--- src/rtl/tlb_search_arb.sv ---
// Arbitrates ITLB-miss, DTLB-miss and TLBP searches onto the single main-TLB search port.
// One search at a time: grant in IDLE, then SEARCH -> CAPTURE -> RESP back to IDLE.
module tlb_search_arb (
  input  logic        clk,
  input  logic        reset,
  input  logic        itlb_req,
  input  logic [18:0] itlb_vpn2,
  input  logic        dtlb_req,
  input  logic [18:0] dtlb_vpn2,
  input  logic        tlbp_req,
  input  logic [18:0] tlbp_vpn2,
  input  logic        flush,
  input  logic        tlb_wr_busy,
  input  logic        tlb_s_found,
  input  logic [3:0]  tlb_s_index,
  output logic        tlb_s_valid,
  output logic [18:0] tlb_s_vpn2,
  output logic        itlb_grant,
  output logic        dtlb_grant,
  output logic        tlbp_grant,
  output logic        itlb_resp,
  output logic        dtlb_resp,
  output logic        tlbp_resp,
  output logic        resp_found,
  output logic [3:0]  resp_index,
  output logic        busy
);

  typedef enum logic [1:0] {IDLE, SEARCH, CAPTURE, RESP} state_t;

  localparam logic [1:0] OWN_NONE = 2'd0;
  localparam logic [1:0] OWN_ITLB = 2'd1;
  localparam logic [1:0] OWN_DTLB = 2'd2;
  localparam logic [1:0] OWN_TLBP = 2'd3;

  state_t      r_state;
  state_t      w_next_state;
  logic [1:0]  r_owner;
  logic        r_last_dtlb;
  logic [18:0] r_vpn2;
  logic        r_resp_found;
  logic [3:0]  r_resp_index;
  logic [1:0]  w_grant_owner;
  logic [18:0] w_grant_vpn2;
  logic        w_can_grant;

  // Round-robin bit: r_last_dtlb=1 means DTLB was served last, so ITLB wins a tie.
  always_comb begin
    w_grant_owner = OWN_NONE;
    w_grant_vpn2  = 19'd0;
    w_can_grant   = (r_state == IDLE) && !tlb_wr_busy && !flush && !reset;
    if (w_can_grant) begin
      if (tlbp_req) begin
        w_grant_owner = OWN_TLBP;
        w_grant_vpn2  = tlbp_vpn2;
      end else if (dtlb_req && itlb_req) begin
        if (r_last_dtlb) begin
          w_grant_owner = OWN_ITLB;
          w_grant_vpn2  = itlb_vpn2;
        end else begin
          w_grant_owner = OWN_DTLB;
          w_grant_vpn2  = dtlb_vpn2;
        end
      end else if (dtlb_req) begin
        w_grant_owner = OWN_DTLB;
        w_grant_vpn2  = dtlb_vpn2;
      end else if (itlb_req) begin
        w_grant_owner = OWN_ITLB;
        w_grant_vpn2  = itlb_vpn2;
      end
    end
  end

  always_comb begin
    w_next_state = r_state;
    case (r_state)
      IDLE:    if (w_grant_owner != OWN_NONE) w_next_state = SEARCH;
      SEARCH:  w_next_state = flush ? IDLE : CAPTURE;
      CAPTURE: w_next_state = flush ? IDLE : RESP;
      RESP:    w_next_state = IDLE;
      default: w_next_state = IDLE;
    endcase
  end

  always_ff @(posedge clk) begin
    if (reset) begin
      r_state      <= IDLE;
      r_owner      <= OWN_NONE;
      r_last_dtlb  <= 1'b0;
      r_vpn2       <= 19'd0;
      r_resp_found <= 1'b0;
      r_resp_index <= 4'd0;
    end else begin
      r_state <= w_next_state;
      if (w_grant_owner != OWN_NONE) begin
        r_owner <= w_grant_owner;
        r_vpn2  <= w_grant_vpn2;
        if (w_grant_owner != OWN_TLBP) r_last_dtlb <= (w_grant_owner == OWN_DTLB);
      end
      // A flushed search must not overwrite the result the requesters can still see.
      if (r_state == CAPTURE && !flush) begin
        r_resp_found <= tlb_s_found;
        r_resp_index <= tlb_s_index;
      end
    end
  end

  always_comb begin
    itlb_grant  = (w_grant_owner == OWN_ITLB);
    dtlb_grant  = (w_grant_owner == OWN_DTLB);
    tlbp_grant  = (w_grant_owner == OWN_TLBP);
    tlb_s_valid = (r_state == SEARCH) && !reset;
    tlb_s_vpn2  = r_vpn2;
    itlb_resp   = (r_state == RESP) && !flush && !reset && (r_owner == OWN_ITLB);
    dtlb_resp   = (r_state == RESP) && !flush && !reset && (r_owner == OWN_DTLB);
    tlbp_resp   = (r_state == RESP) && !flush && !reset && (r_owner == OWN_TLBP);
    resp_found  = r_resp_found;
    resp_index  = r_resp_index;
    busy        = (r_state != IDLE);
  end

endmodule
--- config.mk ---
export PLATFORM = sky130hd
export DESIGN_NAME = tlb_search_arb
export DESIGN_NICKNAME = d
export VERILOG_FILES = /design/src/rtl/tlb_search_arb.sv
export SDC_FILE = /design/constraint.sdc
export NUM_CORES = 1
export LEC_CHECK = 0
export ABC_AREA = 1
export CAP_MARGIN = 10
export CORE_MARGIN = 3
export CORE_UTILIZATION = 44
export DETAILED_ROUTE_END_ITERATION = 8
export GPL_TIMING_DRIVEN = 1
export PLACE_DENSITY = 0.95
export SKIP_CTS_REPAIR_TIMING = 1
export SYNTH_ARGS = -nofsm -noshare
export SYNTH_HDL_FRONTEND = slang
export SYNTH_SLANG_ARGS = --single-unit
--- constraint.sdc ---
create_clock -name clk -period 5 [get_ports clk]
set_clock_uncertainty 0.15 [all_clocks]
set_input_delay 0.75 -clock clk [delete_from_list [all_inputs] [get_ports clk]]
set_output_delay 0.75 -clock clk [all_outputs]
set_load 0.01 [all_outputs]
==> results.tsv <==
metric	value	unit
first-pass GRT wire length	9459	um
Commonest cells post-synth	154 x nand2_1, 30 x nor2_1, 29 x dfxtp_1, 25 x o21ai_0, 23 x nand3_1	
Synth area leaders	dfxtp_1 28%, nand2_1 28%, o21ai_0 6.1%	
Initial Utilization	46.31	%
Worst-Skew Late Latency	0.28	ns
hpwl dp	4648	um
WS Path Type	flop to output pin	
EDFF count, synth	0	
clock transition at the registers of the reported paths	0.06	ns
HP Class	flop to flop	
TritonCTS Sinks	29	
CORE AREA	4444	um^2
post-route antenna net violation count	0	
Std-Cell Rows	24	
R2R cell count	10	
Iteration-0 DRC Markers	137	
CTS buffer count	5	
final RePlAce weighted congestion	0.8844	
routed len/inst	12.45	um
critical path capture point	itlb_grant	
vias in the first global route	2157	
Diodes inserted	0	
# H-tree levels	2	
Ys Warns	0	
max-cap viol count	0	
# DRC	0	
Worst R2R Start	r_last_dtlb	
synth unique cells	22	
critical-path maximum fanout	20	
Pre-antenna DRT Iters	5	
vias per inst	5.036	
I/O Buffers	100	
Peak VDD IR	111.5	uV
total gr overflow	0	
reg2reg setup slack	1.66	ns
Clock Tree Buf Depth	2	
Avg Cell Area, Syn	5.798	um^2
Post-Syn Area	2058	um^2
vias	2503	
CTS tree	done	
dominant synthesized flop cell	dfxtp_1	
RSZ-0062 raised after global routing	no	
non-filler cells, final	497	
final hold violations	0	
fin crit period	3.780	ns
initial antenna violation count	0	
Global Route Usage Sum	21.96	%
CP Data Arrival Time	2.88	ns
Worst Setup SP	r_last_dtlb	
CP endpoint kind	output pin	
Nets	517	
Syn-to-layout area delta	51.73	%
asr flop ratio synth	0	%
Die Y	74.40	um
setup TNS	0	ns
crit path launch type	flop	
drt total wl	6189	um
placed cells	489	
count leader, synth	nand2_1	
Final Max Tran Viols	0	
final-report setup violation count	0	
register area share after synthesis	28.21	%
Net Count, Synth	428	
slew margin rel.	51.28	%
post-synth top area share	28.21	%
CTS root buf	clkbuf_8	
Mapped Cells	355	
status	completed	
Die X	74.40	um
Max Fclk	0.2646	GHz
worst-margin pin slew	0.7298	ns
share of cells above drive strength 1	8.090	%
pin count of the biggest net entering global routing	41	
I/O Pins	101	
die area	5535	um^2
Static Leak	1.310	nW
fin crit share	75.59	%
Synth area leader	dfxtp_1	
FF+latch count, synth	29	
worst path required time	4.10	ns
reg2reg end	tlb_s_vpn2[3]	
PD cells	180.2	nW/um^2
how the worst min path moves through the flow:
stage | startpoint | end | slack (ns) | depth (start not counted)
global route | resp_index[1] | resp_index[1] | 0.31 | 2
CTS | resp_index[3] | resp_index[3] | 0.30 | 2
floorplan | resp_found | resp_found | 0.32 | 2
finish | resp_index[1] | resp_index[1] | 0.29 | 2
detailed placement | resp_index[1] | resp_index[1] | 0.29 | 2
global placement | resp_index[2] | resp_index[2] | 0.28 | 2
cell families (layout without fill, tap and decap cells):
family | count (synthesis) | after routing | synth area share (%)
adder cells (fa/ha/maj) | 4 | 4 | 2.432
AND/OR/NAND/NOR | 228 | 228 | 45.77
AO/OA/AOI/OAI | 54 | 54 | 15.08
buffers and inverters | 40 | 130 | 8.511
flip-flops | 29 | 29 | 28.21
metal layers:
| metal | vias up | track usage (%) | part of all wire, % |
|---|---|---|---|
| li1 | 1293 | - | - |
| met3 | 15 | 6.622 | 8.5 |
| met1 | 1084 | 28.34 | 43 |
| met2 | 111 | 35.80 | 47 |
| met5 | - | 0 | 0 |
| met4 | 0 | 5.731 | 1.8 |
flip-flops by register name, summed over array words and instances, names as in the netlist:
name and flops:
r_last_dtlb 1, r_state 2, tlb_s_vpn2 19, r_owner 2, resp_found 1, resp_index 4
final cells by class:
class / instances / area (um^2)
Timing Repair Buffer: 103 / 1023
Tap cell: 52 / 65.06
Inverter: 19 / 71.32
Fill cell: 371 / 1321
Clock buffer: 8 / 80.08
Multi-Input combinational cell: 286 / 1303
Sequential cell: 29 / 580.6
layout by cell type, fill, tap and decap left out:
| cell | Yosys | layout |
|---|---|---|
| ha_1 | 4 | 4 |
| nor2_4 | 1 | 1 |
| clkdlybuf4s50_1 | 0 | 100 |
| buf_4 | 2 | 3 |
| nand2_1 | 154 | 154 |
| nand2_2 | 2 | 2 |
| nand3_1 | 23 | 23 |
| dfxtp_1 | 29 | 29 |
| nor2_2 | 11 | 11 |
| inv_2 | 3 | 3 |
| o21ai_0 | 25 | 25 |
| nor2_1 | 30 | 30 |
| clkbuf_1 | 8 | 3 |
| inv_1 | 16 | 16 |
| a21o_1 | 1 | 1 |
| nand2_4 | 1 | 1 |
| nor3b_1 | 1 | 1 |
| clkbuf_8 | 0 | 5 |
| nor3_1 | 5 | 5 |
| a21oi_2 | 10 | 10 |
| a21oi_1 | 18 | 18 |
where the power goes:
group          internal [mW]  total (mW)  switching (mW)  leakage [nW]
clock                 0.0985       0.180          0.0815        0.0395
combinational         0.0765       0.145          0.0680          1.04
sequential             0.235       0.238         0.00307         0.234
total                  0.410       0.563           0.153          1.31
metrics by stage:
step | hold WS (ns) | total power [mW] | worst slack, ns | util [%] | cell area (um^2)
6_report | 0.2920 | 0.5628 | 1.220 | 70.27 | 3123
5_1_grt | 0.3078 | 0.5894 | 1.043 | 70.27 | 3123
4_1_cts | 0.2964 | 0.5662 | 1.229 | 70.27 | 3123
3_5_place_dp | 0.2904 | 0.3867 | 1.252 | 68.47 | 3043
3_3_place_gp | 0.2827 | 0.3836 | 1.306 | 68.47 | 3043
2_1_floorplan | 0.3171 | 0.3100 | 2.559 | - | 2058
critical path, stage by stage, from the launching register on:
cell             delay [ns]
dfxtp_1                0.79
inv_1                  0.55
nand2_1                0.20
a21o_1                 0.15
nand2_1                0.11
inv_1                  0.11
ha_1                   0.15
clkdlybuf4s50_1        0.53
Note: power is estimated with default switching activity, not from simulation.
